**src/rtl/pulse_seq_gen.sv**
```systemverilog
// Transmitter for the a/b/finished pulse interface: one a pulse, num_b b pulses,
// an optional trailing a pulse and a finished pulse, each followed by a low gap.
module pulse_seq_gen #(
    parameter int PULSE_W = 2,
    parameter int GAP_W   = 2,
    parameter int CNT_W   = 4
) (
    input  logic             clk,
    input  logic             rst,
    input  logic             start,
    input  logic [CNT_W-1:0] num_b,
    input  logic             end_with_a,
    output logic             a,
    output logic             b,
    output logic             finished,
    output logic             busy,
    output logic             done
);

    localparam int MAX_W = (PULSE_W > GAP_W) ? PULSE_W : GAP_W;
    localparam int PH_W  = $clog2(MAX_W) + 1;

    localparam logic [PH_W-1:0] HI_LAST  = PH_W'(PULSE_W - 1);
    localparam logic [PH_W-1:0] GAP_LAST = PH_W'(GAP_W - 1);
    localparam logic [PH_W-1:0] PH_SAT   = PH_W'(MAX_W - 1);

    typedef enum logic [3:0] {
        IDLE,
        A_HI,
        A_GAP,
        B_HI,
        B_GAP,
        A2_HI,
        A2_GAP,
        FIN_HI,
        FIN_GAP
    } state_t;

    state_t           state;
    state_t           state_next;
    logic [PH_W-1:0]  phase;
    logic [CNT_W-1:0] b_cnt;
    logic [CNT_W-1:0] num_b_q;
    logic             end_with_a_q;

    logic   hi_last;
    logic   gap_last;
    logic   accept;
    state_t after_b;

    always_comb begin
        // NOTE: every signal driven here gets a default first so no path leaves it unassigned (no latch).
        hi_last    = (phase == HI_LAST);
        gap_last   = (phase == GAP_LAST);
        accept     = (state == IDLE) && start;
        after_b    = end_with_a_q ? A2_HI : FIN_HI;
        state_next = state;

        unique case (state)
            IDLE:    if (start)    state_next = A_HI;
            A_HI:    if (hi_last)  state_next = A_GAP;
            A_GAP:   if (gap_last) state_next = (num_b_q != '0) ? B_HI : after_b;
            B_HI:    if (hi_last)  state_next = B_GAP;
            B_GAP:   if (gap_last) state_next = (b_cnt < num_b_q) ? B_HI : after_b;
            A2_HI:   if (hi_last)  state_next = A2_GAP;
            A2_GAP:  if (gap_last) state_next = FIN_HI;
            FIN_HI:  if (hi_last)  state_next = FIN_GAP;
            FIN_GAP: if (gap_last) state_next = IDLE;
            default:               state_next = IDLE;
        endcase
    end

    // Outputs are registered from the next state so they line up with the state register.
    always_ff @(posedge clk) begin
        // NOTE: sequential state uses non-blocking assignments so every register samples pre-edge values.
        if (rst) begin
            state        <= IDLE;
            phase        <= '0;
            b_cnt        <= '0;
            num_b_q      <= '0;
            end_with_a_q <= 1'b0;
            a            <= 1'b0;
            b            <= 1'b0;
            finished     <= 1'b0;
            busy         <= 1'b0;
            done         <= 1'b0;
        end else begin
            state <= state_next;

            if (state_next != state) begin
                phase <= '0;
            end else if (phase != PH_SAT) begin
                phase <= phase + PH_W'(1);
            end

            if (accept) begin
                num_b_q      <= num_b;
                end_with_a_q <= end_with_a;
                b_cnt        <= '0;
            end else if (state == B_HI && hi_last && b_cnt != '1) begin
                b_cnt <= b_cnt + CNT_W'(1);
            end

            a        <= (state_next == A_HI) || (state_next == A2_HI);
            b        <= (state_next == B_HI);
            finished <= (state_next == FIN_HI);
            busy     <= (state_next != IDLE);
            done     <= (state == FIN_GAP) && (state_next == IDLE);
        end
    end

endmodule

```
**config.mk**
```make
export PLATFORM = sky130hd
export DESIGN_NAME = pulse_seq_gen
export DESIGN_NICKNAME = d
export VERILOG_FILES = /design/src/rtl/pulse_seq_gen.sv
export SDC_FILE = /design/constraint.sdc
export NUM_CORES = 1
export LEC_CHECK = 0
export ABC_AREA = 1
export CAP_MARGIN = 20
export CORE_ASPECT_RATIO = 0.7
export CORE_MARGIN = 2
export CORE_UTILIZATION = 55
export CTS_CLUSTER_SIZE = 28
export DETAILED_ROUTE_END_ITERATION = 6
export DONT_BUFFER_PORTS = 1
export HOLD_SLACK_MARGIN = 0.03
export PLACE_DENSITY = 0.73
export SETUP_SLACK_MARGIN = 0.5
export SYNTH_ARGS = -nofsm -noshare
export SYNTH_HDL_FRONTEND = slang
export SYNTH_SLANG_ARGS = --single-unit
export TNS_END_PERCENT = 1
```
**constraint.sdc**
```tcl
create_clock -name clk -period 1.6 [get_ports clk]
set_clock_uncertainty 0.05 [all_clocks]
set_input_delay 0.48 -clock clk [delete_from_list [all_inputs] [get_ports clk]]
set_output_delay 0.48 -clock clk [all_outputs]
set_load 0.01 [all_outputs]
```
Word-level counts from Yosys, hierarchy flattened
Index checks and enable logic that the tools add are counted.
W data, S select, Z words.
- equality and inequality tests: 16
- add/subtract/negate cells: 2
- muxes and demuxes: 13
- reductions and logical operators: 11
- $lt $le $gt $ge: 1
- operator list (cell ; number):
    $mux W4 ; 9
    $pmux W4 S9 ; 1
    $eq A4 B3 Y1 const B ; 6
    $eq A4 B2 Y1 const B ; 3
    $eq A4 B1 Y1 const B ; 2
    $logic_not A4 Y1 ; 2
    $reduce_bool A4 Y1 ; 2
    $mux W3 ; 2
    $add A4 B1 Y4 const B ; 1
    $eq A4 B4 Y1 const B ; 1
    $logic_and A1 B1 Y1 ; 4
    $lt A4 B4 Y1 ; 1
    $ne A4 B4 Y1 ; 1
    $ne A4 B4 Y1 const B ; 1
    $reduce_or A2 Y1 ; 2
    $add A2 B1 Y2 const B ; 1
    $eq A2 B1 Y1 const B ; 1
    $mux W2 ; 1
    $ne A2 B1 Y1 const B ; 1
    $logic_or A1 B1 Y1 ; 1
- logic and storage cells: 53
- output and inout bits: 5
- bits in registers: 20
- input bits: 8

Longest topological paths before layout
Gate-level depths: netlist (run 1).
- depth in word-level cells: 6
- gate-level depth with buffers: 11
- gate-level depth less buffers: 11

Worst setup path after synthesis (run 1)
No wires, ideal clock.
- path type: flip-flop to flip-flop
- from: register phase[0]
- to: register done
- required time: 1.486 ns
- slack: 0.132 ns
- period minus slack after synthesis: 1.468 ns
- arrival: 1.354 ns
- cell stages (with the launch flop): 11
- setup time: 0.064 ns
- buffers on the path: 1
- path through: dfxtp_1 ha_1 clkbuf_8 inv_1 nand2_1 nand3_2 nor2_4 nand3_2 nor2_2 nand2_1 nor2_1
- cells in the longest elaborated chain, start to end: 5
- elaborated cells on any way between the ends: 12
- classes of those cells: eq/ne: 1; mux: 9; reduce/logical: 2
- ends and longest elaborated chain (element ; RTL line ; RTL):
    from (decl) ; 41 ; logic [PH_W-1:0] phase;
    from (signal assigned) ; 93 ; phase <= phase + PH_W'(1);
    $eq A2 B1 Y1 (*) ; 53, 54 ;
    $mux W4, or another cell as far along ; 68 ; FIN_GAP: if (gap_last) state_next = IDLE;
    $pmux W4 S9 (*) ; 59 ; unique case (state)
    $logic_not A4 Y1 (*) ; 108 ; done <= (state == FIN_GAP) && (state_next == IDLE);
    $logic_and A1 B1 Y1 (*) ; 108 ;
    to (signal assigned) ; 108 ;
    to (decl) ; 17 ; output logic done
Every way passes the cells marked *; elsewhere a longest branch is shown, timed or not.
A chain may end at the register's enable or synchronous reset.

Worst setup path after layout (run 1)
- from: register phase[1]
- to: register done
Same word-level chain as after synthesis.

==> impl_results.md, run 1 <==
* Site Rows at 13
* Post-layout min period at 1.55 ns
* Clock latency on the worst-skew pair at roughly 0.30 ns
* Final Slew Violations at 0
* Die X-Extent at ~59 um
* R2R Setup Slk at roughly 0.047 ns
* Post-Syn Instances at 156
* Filler Cells Inserted at around 150
* #FFs+latches synth at 20
* Die height at 42.4 um
* CTS tree: yes
* Hold violation total from the final report at 0
* Largest net degree at the start of global routing at 14
* CP Launch Type: register
* Run status: completed
* First-pass GRT wire length at ~4400 um
* Core footprint at between 1500 and 2000 um2
* Worst EP required at ~1.8 ns
* Nets at approximately 180
* Boundary pin count at 13
* Data arrival, critical path at about 1.8 ns
* Gr usage total at 0.236
* Pwr Density at between 1000 and 1500 nW/um2
* Antenna Cells at 0
* Worst hold path depth at 1
* Placed cells at 180
* Drc violations at 0
* Syn. warnings at 0
* Initial DRT Pass Iterations at 4
* Clk buf depth at 2
* Hold Crit Start: rst
* I/O Buffers at 0
* Root Buffer: clkbuf_4
* R2R depth at 9
* Drt initial violations at 46
* Leakage at 0.000591 uW
* Die area at between 2000 and 2500 um2
* Vias at around 1000
* Num CTS Buffers at 3
* Syn Nets at about 170
* GR Overflow Total at 0
* Final period utilization at 0.971
* Netlist cell types at 24
* Final Cell Area at 1340 um2
* Relative slew slack at 0.789
* Worst vdd ir at approximately 0.71 mV
* DR vias/cell at around 5.4
* Initial antenna violation count at 0
* Hold WC Path Type: input pin to register
* Final Non-Filler Cells at 185
* Final Setup Violations at 0
* Worst-Margin Slew at ~0.32 ns
* Max Cap Violations at 0
* Layout cell share with drive strength beyond 1 at 0.368
* Setup TNS Final at 0 ns
* Crit. End Element: register
* RSZ-0062 raised after global routing: true
* Mapped cell area at ~1200 um2
* Maximum fanout along the worst path at 7
* Post-DR wirelength/cell at 13.9 um
* WL final at about 2600 um
* Area delta synth->final at 15.1%
* Worst hold endpoint: state[3]
* Vias in the first global route at approximately 950
* Sequential area share after synthesis at 0.345
* Worst reg2reg startpoint: phase[1]
* Placed instance area at between 1000 and 1500 um2
* Fmax at about 640 MHz
* Critical path class: register to register
* Worst-path clk slew at 0.12 ns
* Detail Route Antenna Nets at 0
* H-tree Lvls at 1
* Clock Sinks at 20
* Starting Density at 0.604
* Hpwl dp at roughly 1900 um
* RR Endpoint: done
* RePlAce Congestion at ~0.95
* Syn_area_per_cell at roughly 7.4 um2
## report_power, final
group / total [uW] / switching, uW / leakage (uW) / internal (uW)
clock network: 415 / 162 / 0.0000279 / 253
logic: 782 / 494 / 0.000396 / 288
registers: 714 / 108 / 0.000168 / 607
## worst max-delay path, stage by stage (launching register included)
cell and delay (ns):
dfxtp_2 0.34, inv_2 0.06, ha_4 0.14, buf_6 0.13, nand2_2 0.06, o21ai_2 0.17
nand4_2 0.14, a21oi_4 0.23, nand2_1 0.09, nor2_1 0.08
## area by class of cell
cell class	instances	area [um2]	area share
clock buffer	3	22.5	0.0169
clock inverter	1	30.0	0.0225
inverter	24	90.1	0.0675
multi-input combinational	110	708	0.530
sequential	20	415	0.311
tap	22	27.5	0.0206
timing repair buffer	5	41.3	0.0309
## cell families after synthesis
group / count (synthesis) / synth area share
simple gates: 78 / 0.371
compound gates: 25 / 0.121
fa+ha+maj: 5 / 0.0539
flops: 20 / 0.345
xor+xnor: 2 / 0.0151
buf+inv: 26 / 0.0938
## sequential cells by signal, indices dropped and copies added, names as in the netlist
signal and flops:
b_cnt 4, num_b_q 4, state 4, phase 2
a 1, b 1, busy 1, done 1
end_with_a_q 1, finished 1
## Yosys cell counts (all sizes together)
master,instances,share of area
buf,1,0.0043
nor3,3,0.022
nand3,12,0.084
nand2,36,0.13
ha,5,0.054
dfxtp,20,0.35
xor2,2,0.015
nand4,4,0.027
inv,24,0.078
nor2,23,0.10
o21ai,9,0.042
a21oi,16,0.079
clkbuf,1,0.012
## how the worst max path moves through the flow
stage	endpoint	slack, ns	cells past startpoint	start
after floorplan	done	0.13	10	phase[0]
after global placement	phase[1]	0.07	8	state[0]
after CTS	done	0.09	10	phase[1]
final	done	0.05	9	phase[1]
after detailed placement	done	0.02	8	phase[0]
after global routing	done	-0.01	9	phase[1]
## what timing repair did
action | in CTS | in global routing
gates cloned | 0 | 0
setup buffers | 0 | 1
gates resized for setup | 15 | 11
setup endpoints to repair | 25 | 25
hold buffers | 0 | 0
pin swaps | 5 | 9
## routing by layer
layer / routed length (um) / vias to the layer above / track usage
met4: 27 / 0 / 0.0500
met5: 0 / - / 0
met1: 1240 / 456 / 0.320
met2: 1180 / 28 / 0.364
li1: - / 516 / -
met3: 125 / 4 / 0.0772
## layout by cell type, fill, tap and decap left out, drive strengths merged
cell type / synthesis / routed
a21oi: 16 / 16
buf: 1 / 5
bufinv: 0 / 1
clkbuf: 1 / 3
dfxtp: 20 / 20
ha: 5 / 5
inv: 24 / 24
nand2: 36 / 36
nand3: 12 / 12
nand4: 4 / 4
nor2: 23 / 23
nor3: 3 / 3
o21ai: 9 / 9
xor2: 2 / 2
## per-stage QoR
step,worst slack [ns],total power [uW],util,hold WS (ns)
after CTS,0.0858,1850,0.673,0.165
after global routing,-0.0119,2050,0.696,0.141
after detailed placement,0.0240,1370,0.625,0.407
final,0.0467,1910,0.696,0.168
after floorplan,0.132,1230,-,0.387
after global placement,0.0655,1340,0.625,0.402
No activity file was read; power rests on OpenSTA's default activity.
==> run 2, diff against run 1 <==
Settings changed: BUFFER_PORTS_ARGS set to -buffer_cell sky130_fd_sc_hd__buf_2, CORE_UTILIZATION 55 to 51, DONT_BUFFER_PORTS 1 to not set, PLACE_DENSITY 0.73 to 0.74.
==> impl_results.md, run 2 (synthesis results as in run 1) <==
* Run status: completed (unchanged)
* NetSw at 807 uW (was 764 uW)
* CP Launch Type: register (unchanged)
* Layout cell share with drive strength beyond 1 at 0.469 (was 0.368)
* Antenna Cells at 0 (unchanged)
* Leakage at 0.000669 uW (was 0.000591 uW)
* Core footprint at 2150 um2 (was 1920 um2)
* Int Pwr at 1220 uW (was 1150 uW)
* Maximum fanout along the worst path at 8 (was 7)
* Relative slew slack at 0.851 (was 0.789)
* CTS tree: yes (unchanged)
* RePlAce Congestion at 0.917 (was 0.947)
* Top Registers: b_cnt (4), num_b_q (4), state (4) (unchanged)
* GR Overflow Total at 0 (unchanged)
* Initial DRT Pass Iterations at 4 (unchanged)
* Final period utilization at 0.975 (was 0.971)
* Hold WC Path Type: input pin to register (unchanged)
* H-tree Lvls at 1 (unchanged)
* Clock power frac at 0.202 (was 0.217)
* Setup TNS Final at 0 ns (unchanged)
* Post-layout min period at 1.56 ns (was 1.55 ns)
* Boundary pin count at 13 (unchanged)
* Die X-Extent at 61 um (was 58.9 um)
* Drt initial violations at 39 (was 46)
* Initial antenna violation count at 0 (unchanged)
* Worst-path clk slew at 0.11 ns (was 0.12 ns)
* Worst-Margin Slew at 0.224 ns (was 0.317 ns)
* Final Slew Violations at 0 (unchanged)
* Area delta synth->final at 27.4% (was 15.1%)
* Fmax at 641 MHz (was 644 MHz)
* Clk buf depth at 2 (unchanged)
* WL final at 2670 um (was 2580 um)
* Placed instance area at 1260 um2 (was 1200 um2)
* Pwr Total at 2030 uW (was 1910 uW)
* Filler Cells Inserted at 175 (was 153)
* Logic pwr share at 0.443 (was 0.409)
* Num CTS Buffers at 3 (unchanged)
* First-pass GRT wire length at 4320 um (was 4390 um)
* Root Buffer: clkbuf_4 (unchanged)
* Worst EP required at 1.76 ns (was 1.80 ns)
* Gr usage total at 0.221 (was 0.236)
* Largest net degree at the start of global routing at 14 (unchanged)
* Worst vdd ir at 0.706 mV (was 0.707 mV)
* Die area at 2680 um2 (was 2500 um2)
* Seq pwr share at 0.355 (was 0.374)
* Vias in the first global route at 983 (was 954)
* Data arrival, critical path at 1.72 ns (was 1.75 ns)
* Drc violations at 0 (unchanged)
* Final Setup Violations at 0 (unchanged)
* Final Cell Area at 1480 um2 (was 1340 um2)
* Leading cell type in the layout, fill and taps excluded: nand2_1 (unchanged)
* Clock Sinks at 20 (unchanged)
* Post-DR wirelength/cell at 12.9 um (was 13.9 um)
* Max Cap Violations at 0 (unchanged)
* Commonest cells after routing, fill and taps aside: nand2_1 (26), inv_1 (15), nor2_1 (14), a21oi_1 (12), buf_2 (10) (was nand2_1 (27), inv_1 (16), nor2_1 (15), a21oi_1 (13), dfxtp_1 (10))
* Critical path class: register to register (unchanged)
* Crit. End Element: register (unchanged)
* Hold violation total from the final report at 0 (unchanged)
* Pwr Density at 1370 nW/um2 (was 1430 nW/um2)
* RSZ-0062 raised after global routing: true (unchanged)
* I/O Buffers at 12 (was 0)
* Detail Route Antenna Nets at 0 (unchanged)
* Switch share at 0.398 (was 0.399)
* Site Rows at 14 (was 13)
* Starting Density at 0.538 (was 0.604)
* Hold_buf cts at 0 (unchanged)
* Hpwl dp at 1890 um (was 1910 um)
* DR vias/cell at 5.25 (was 5.43)
* Vias at 1087 (was 1004)
* Nets at 189 (was 177)
* Clock latency on the worst-skew pair at 0.30 ns (about the same)
* Die height at 43.9 um (was 42.4 um)
==> run 2: power by group through the flow <==
stage	Clock [uW]	Combinational (uW)	Sequential [uW]
after floorplan	0	552	676
after global placement	0	674	677
after detailed placement	0	697	681
after CTS	422	766	684
after global routing	440	974	730
final	411	898	720
==> run 2: path summary, 6_finish.rpt <==
| path | slack (ns) | startpoint | to | cells past startpoint |
|---|---|---|---|---|
| worst max-delay path | 0.04 | phase[1] | finished | 9 |
| worst min-delay path | 0.37 | rst | state[2] | 2 |
| worst max register to register | 0.04 | phase[1] | finished | 9 |
| worst min register to register | 0.43 | num_b_q[0] | num_b_q[0] | 2 |
==> run 2: repair_timing <==
| item | CTS | global route |
|---|---|---|
| pin swaps | 7 | 11 |
| setup endpoints to repair | 25 | 25 |
| setup buffers | 1 | 2 |
| gates resized for setup | 15 | 33 |
==> run 2: metal layers <==
layer  GRT usage  vias to the layer above  wire length, um
met4      0.0870                        0               55
met2       0.331                       42             1200
li1            -                      539                -
met1       0.315                      500             1260
met5           0                        -                0
met3      0.0418                        6              154
==> run 2: worst max-delay path, stage by stage, from the launching register on <==
cell     delay (ns)
dfxtp_2        0.35
inv_2          0.08
ha_4           0.16
buf_8          0.13
nand2_2        0.06
o21ai_2        0.14
nand4_2        0.13
a21oi_4        0.20
buf_4          0.14
nor3_2         0.03
==> run 2: cell type report <==
class                           count  area (um2)  area share
Inverter                           24        90.1      0.0610
Multi-Input combinational cell    110         754       0.511
Sequential cell                    20         423       0.286
Tap cell                           32        40.0      0.0271
Clock buffer                        3        22.5      0.0152
Clock inverter                      1        30.0      0.0203
Timing Repair Buffer               17         118      0.0796
==> run 2: per-stage QoR <==
stage	hold WS (ns)	worst slack [ns]	util	instances
2_1_floorplan	0.387	0.132	-	156
3_3_place_gp	0.404	0.0755	0.583	200
3_5_place_dp	0.413	0.00362	0.583	200
4_1_cts	0.353	0.0781	0.629	205
5_1_grt	0.355	-0.0269	0.686	207
6_report	0.367	0.0393	0.686	207
